==> src/rtl/fp_nextafter_n.sv <==
// rtl/fp_nextafter_n.sv - multi-ULP nextafter: step a toward b by n ULPs, clamped at b (option: FPNA_INF_SAT_EN)
module fp_nextafter_n #(
    parameter int FPWID  = 32,
    parameter int EXPWID = 8,
    parameter int CNTW   = 8
) (
    input  logic              clk,
    input  logic              rst_n,
    input  logic              ce,
    input  logic              ld,
    input  logic [FPWID-1:0]  a,
    input  logic [FPWID-1:0]  b,
    input  logic [CNTW-1:0]   n,
    output logic              busy,
    output logic              done,
    output logic [FPWID-1:0]  o,
    output logic              ovf,
    output logic              unf,
    output logic              inv
);

    localparam int SIGW = FPWID - EXPWID - 1;
    localparam int KW   = FPWID + 1;
    localparam int SW   = FPWID + 2;

    localparam logic [FPWID-1:0] QBIT =
        {{(EXPWID + 1){1'b0}}, 1'b1, {(SIGW - 1){1'b0}}};
    localparam logic [FPWID-2:0] MAX_FIN_MAG =
        {{(EXPWID - 1){1'b1}}, 1'b0, {SIGW{1'b1}}};

    typedef enum logic [1:0] {IDLE, CMP, STEP, FIN} state_t;

    state_t state, state_nx;

    // Captured operands
    logic [FPWID-1:0] a_r, b_r;
    logic [CNTW-1:0]  n_r;

    // Classification and ordered keys, registered in CMP
    logic signed [KW-1:0] ka_r, kb_r;
    logic                 nan_a_r, nan_b_r, snan_r, a_fin_r, a_nz_r;

    // Stepped key, registered in STEP
    logic signed [SW-1:0] kr_r;

    // Ordered key: +magnitude for positive, -magnitude for negative; both zeros map to 0
    function automatic logic signed [KW-1:0] to_key(input logic [FPWID-1:0] v);
        logic signed [KW-1:0] m;
        m = signed'({2'b00, v[FPWID-2:0]});
        return v[FPWID-1] ? -m : m;
    endfunction

    function automatic logic is_nan(input logic [FPWID-1:0] v);
        return (&v[FPWID-2 -: EXPWID]) && (|v[SIGW-1:0]);
    endfunction

    function automatic logic is_snan(input logic [FPWID-1:0] v);
        return is_nan(v) && !v[SIGW-1];
    endfunction

    assign busy = (state != IDLE);

    // State register
    always_ff @(posedge clk or negedge rst_n) begin
        if (!rst_n)
            state <= IDLE;
        else if (ce)
            state <= state_nx;
    end

    // Next-state: fixed four-phase sequence once a load is taken
    always_comb begin
        state_nx = state;
        case (state)
            IDLE: if (ld) state_nx = CMP;
            CMP:  state_nx = STEP;
            STEP: state_nx = FIN;
            FIN:  state_nx = IDLE;
            default: state_nx = IDLE;
        endcase
    end

    // STEP arithmetic on FPWID+2 bits so ka +/- n cannot wrap
    logic signed [SW-1:0] ka_x, kb_x, n_x, up, dn, kr_nx;
    always_comb begin
        ka_x  = {ka_r[KW-1], ka_r};
        kb_x  = {kb_r[KW-1], kb_r};
        n_x   = signed'({{(SW - CNTW){1'b0}}, n_r});
        up    = ka_x + n_x;
        dn    = ka_x - n_x;
        kr_nx = ka_x;
        if (ka_r < kb_r)
            kr_nx = (up > kb_x) ? kb_x : up;
        else if (ka_r > kb_r)
            kr_nx = (dn < kb_x) ? kb_x : dn;
    end

    // FIN result selection and flag generation
    logic [FPWID-1:0] res;
    logic [FPWID-2:0] kr_mag;
    logic             kr_sign, res_inf, ovf_nx, unf_nx;
    always_comb begin
        kr_mag  = (FPWID-1)'(kr_r[SW-1] ? -kr_r : kr_r);
        kr_sign = (kr_r == '0) ? a_r[FPWID-1] : kr_r[SW-1];
        if (nan_a_r)
            res = a_r | QBIT;
        else if (nan_b_r)
            res = b_r | QBIT;
        else if (ka_r == kb_r)
            res = b_r;
        else if (n_r == '0)
            res = a_r;
        else if (kr_r == kb_x)
            res = b_r;
        else
            res = {kr_sign, kr_mag};
        res_inf = (&res[FPWID-2 -: EXPWID]) && !(|res[SIGW-1:0]);
        ovf_nx  = a_fin_r && res_inf;
`ifdef FPNA_INF_SAT_EN
        if (ovf_nx)
            res = {res[FPWID-1], MAX_FIN_MAG};
`endif
        unf_nx = a_nz_r && (res[FPWID-2 -: EXPWID] == '0);
    end

    // Operand capture, CMP classification and STEP key registers
    always_ff @(posedge clk or negedge rst_n) begin
        if (!rst_n) begin
            a_r     <= '0;
            b_r     <= '0;
            n_r     <= '0;
            ka_r    <= '0;
            kb_r    <= '0;
            nan_a_r <= 1'b0;
            nan_b_r <= 1'b0;
            snan_r  <= 1'b0;
            a_fin_r <= 1'b0;
            a_nz_r  <= 1'b0;
            kr_r    <= '0;
        end else if (ce) begin
            case (state)
                IDLE: if (ld) begin
                    a_r <= a;
                    b_r <= b;
                    n_r <= n;
                end
                CMP: begin
                    ka_r    <= to_key(a_r);
                    kb_r    <= to_key(b_r);
                    nan_a_r <= is_nan(a_r);
                    nan_b_r <= is_nan(b_r);
                    snan_r  <= is_snan(a_r) || is_snan(b_r);
                    a_fin_r <= !(&a_r[FPWID-2 -: EXPWID]);
                    a_nz_r  <= (a_r[FPWID-2:0] != '0);
                end
                STEP: kr_r <= kr_nx;
                default: ;
            endcase
        end
    end

    // Output register: result and flags update only on the FIN edge
    always_ff @(posedge clk or negedge rst_n) begin
        if (!rst_n) begin
            done <= 1'b0;
            o    <= '0;
            ovf  <= 1'b0;
            unf  <= 1'b0;
            inv  <= 1'b0;
        end else if (ce) begin
            done <= (state == FIN);
            if (state == FIN) begin
                o   <= res;
                ovf <= ovf_nx;
                unf <= unf_nx;
                inv <= snan_r;
            end
        end
    end

endmodule

==> config.mk <==
export PLATFORM = sky130hd
export DESIGN_NAME = fp_nextafter_n
export DESIGN_NICKNAME = d
export VERILOG_FILES = /design/src/rtl/fp_nextafter_n.sv
export SDC_FILE = /design/constraint.sdc
export NUM_CORES = 1
export LEC_CHECK = 0
export ABC_CLOCK_PERIOD_IN_PS = 7200
export CAP_MARGIN = 40
export CORE_MARGIN = 5
export CORE_UTILIZATION = 44
export DETAILED_ROUTE_END_ITERATION = 12
export GPL_TIMING_DRIVEN = 0
export PLACE_DENSITY = 0.69
export RECOVER_POWER = 100
export SYNTH_ARGS = -nofsm -noshare
export SYNTH_HDL_FRONTEND = slang
export SYNTH_SLANG_ARGS = --single-unit
==> constraint.sdc <==
create_clock -name clk -period 7.2 [get_ports clk]
set_clock_uncertainty 0.1 [all_clocks]
set_input_delay 1.44 -clock clk [delete_from_list [all_inputs] [get_ports clk]]
set_output_delay 1.44 -clock clk [all_outputs]
set_load 0.01 [all_outputs]
==> flow_summary.toml <==
[worst_setup_path]
crit_family = "compound AO/OA/AOI/OAI gates"
worstSetupPathType = "reg2reg"
path_cells = "inv_1 > ha_1 > nor2b_1 > o21a_1 > o21ai_0 > a211oi_1 > nor2_1 > nand3_1 > o21ai_0 > nand2_1 > ha_1 > a21o_1 > a21o_1 > a21o_1 > a21oi_1 > o21ai_0 > a22oi_1 > clkbuf_2 > clkbuf_1 > o21ai_0 > a22oi_1 > o22ai_1 > a21oi_1"
rr_startpoint = "n_r[1]$_DFFE_PN0P_"
crit_fanout = 10
critPathMaxStageDelay_ns = 0.62
cp_common_cell = "o21ai_0"
crit_required_ns = 7.57
critPathSlowestCell = "clkbuf_1"
crit_arrival_ns = 7.29
crit_buf_inv = 3
worstSetupStartpointType = "flip-flop"
crit_path_end_kind = "flip-flop"
cp-startpoint = "n_r[1]$_DFFE_PN0P_"

[sta]
rsz0062_at_grt = "false"
holdWs_ns = 0.383
finalSetupViolCount = 0
finalCritPeriodShare_pct = 96.0
period_needed_ns = 6.91
max_slew_margin_pct = -109
finalHoldViolCount = 0
worst_pin_slew_ns = 3.13
tns_ns = 0
max_freq_mhz = 145
final_max_slew_viol_count = 147

[drt]
drt-total-wl_um = 61400
vias_per_cell = 6.22
firstDrtPassIters = 7
wire_per_inst_um = 24.8
drc = 0
postRouteAntennaNets = 0
drt_iter0_markers = 1722
vias = 15370

[synth]
ys_async_sr_fraction_pct = 100
synthesis.nets = 2043
ys_ff_latch = 215
synth-edff-count = 0
synth_commonest_cells = "215 x dfrtp_1, 190 x nand2_1, 189 x o21ai_0"
yosys_warnings = 0
netlist.area_leader.share_pct = 33.0
synth_compound_area_share_pct = 19.0
synth_area_leaders = "dfrtp_1 33%, ha_1 9.4%, o21ai_0 5.8%"
synth_ff_type = "dfrtp_1"
ys_types = 76
syn_area_um2 = 16300
synth_top_family_by_area = "compound AO/OA/AOI/OAI gates"
yosys.area_share.adder_pct = 9.68
synthMuxAreaShare_pct = 8.37
syn_inst = 1842
syn_avg_cell_area_um2 = 8.86
synth-xor-area-share_pct = 9.56
yosysSeqAreaShare_pct = 33.0
yosysTopAreaCell = "dfrtp_1"
synth.most_common_cell = "dfrtp_1"
synthSimpleGateAreaFrac_pct = 16.0

[power_and_ir_drop]
leakagePower_nw = 8.13
power.total_mw = 11.1
power_density_nw_per_um2 = 589
irDropWorstVdd_v = 0.000276

[status]
status = "finished, violations left"
violations = "max-capacitance violations, max-slew violations"

[grt]
grt_start_max_net_pins = 117
overflow = 0
track_usage_pct = 29.2
grt_pass1_vias = 15061
grt_pass1_wl_um = 93400
antenna_found_initial = 2

[clock_tree]
cts_root_buf = "clkbuf_16"
tritoncts = "built"
cts_buffers = 25
cts_sinks = 215
h-tree-depth = 1
cts_buffer_depth = 3
insertion_delay_ns = 0.56
clkTransAtPathRegs_ns = 0.06

[cells_and_area]
layout-drive-gt1-share_pct = 8.38
syn_to_final_growth_pct = 16.0
fillers = 3458
final_cells = 2473
nets = 2187
antenna_cells = 0

[place]
dp_cells = 2427
routabilityCongestion = 1.01
dp_hpwl_um = 49100
io_buffers = 112

[min_path]
hp-start = "o[8]$_DFFE_PN0P_"
min_path_type = "reg2reg"

[floorplanning]
die_w_um = 203
core_area_um2 = 36600
rows = 70
die_h_um = 203
dieArea_um2 = 41000
io_pins = 113
start_util_pct = 44.6

[job]
drv_cap = 2
[through the flow]
step	area (µm²)	util (%)	setup WS, ns
floorplan	16300	-	2.07
global placement	18000	49.2	-4.54
detailed placement	18100	49.4	-0.0620
CTS	19000	51.8	0.0823
global route	18900	51.7	0.0859
finish	18900	51.7	0.288
[worst paths after layout]
kind                       slack (ns)                    to  depth (start not counted)
max                              0.29  kr_r[14]$_DFFE_PN0P_                         23
min                              0.38      o[8]$_DFFE_PN0P_                          2
max reg2reg                      0.29  kr_r[14]$_DFFE_PN0P_                         23
min reg2reg                      0.38      o[8]$_DFFE_PN0P_                          2
max in group asynchronous        1.95   kr_r[5]$_DFFE_PN0P_                          2
min in group asynchronous        1.20   b_r[23]$_DFFE_PN0P_                          1
[registers in the layout, summed over array words and instances (netlist names), 2 cells and up]
register,cells
a_r,32
b_r,32
ka_r,33
kb_r,33
kr_r,34
n_r,8
o,32
state,2
[power by group]
| part | switching (mW) | internal (mW) |
|---|---|---|
| sequential | 0.847 | 1.77 |
| combinational | 4.35 | 2.82 |
| clock | 0.553 | 0.807 |
| total | 5.75 | 5.39 |
[worst register-to-register path, delay by kind of cell (launching register included)]
kind	cells	cell delay [ns]
and+or+nand+nor	4	1.30
adders and majority gates	2	0.56
AOI/OAI and AO/OA	14	3.26
DFF	1	0.41
buffers and inverters	3	1.20
[repair_timing]
item	in CTS	in global routing
endpoints found under the setup margin	2	28
pin swaps	0	0
endpoints found under the hold margin	0	0
hold buffers	0	0
setup buffers	0	0
gates resized for setup	1	7
[routing by layer]
layer | share of wire (%) | GRT usage, % | vias up
li1 | - | - | 6978
met1 | 42 | 39.3 | 7448
met2 | 45 | 47.1 | 792
met3 | 8.4 | 5.16 | 152
met4 | 4.5 | 11.6 | 0
met5 | 0 | 0 | -
[layout make-up]
| cell class | count | area, µm² | area share [%] |
|---|---|---|---|
| inverters | 78 | 293 | 1.55 |
| flip-flops and latches | 215 | 5380 | 28.4 |
| well taps | 468 | 586 | 3.09 |
| plain buffers | 114 | 438 | 2.31 |
| clock buffers | 34 | 719 | 3.80 |
| clock inverters | 12 | 149 | 0.787 |
| repair buffers | 117 | 1170 | 6.19 |
| multi-input cells | 1435 | 10200 | 53.8 |
[placed cells by master (no fill, tap or decap), drive strengths merged, types with 73 or more instances in the layout]
cell type / n
xnor2: 86
clkdlybuf4s50: 73
clkbuf: 142
xor2: 92
nand2: 193
nor2: 100
inv: 79
dfrtp: 215
ha: 123
mux2: 83
o21ai: 191
[logic make-up (layout without fill, tap and decap cells)]
logic type / Yosys count / count (layout)
and+or+nand+nor: 532 / 532
AOI/OAI and AO/OA: 474 / 474
DFF: 215 / 215
buffers and inverters: 192 / 355
xor gates and xnor gates: 178 / 178
muxes: 126 / 126
adders and majority gates: 125 / 125
Note: power is estimated with default switching activity, not from simulation.
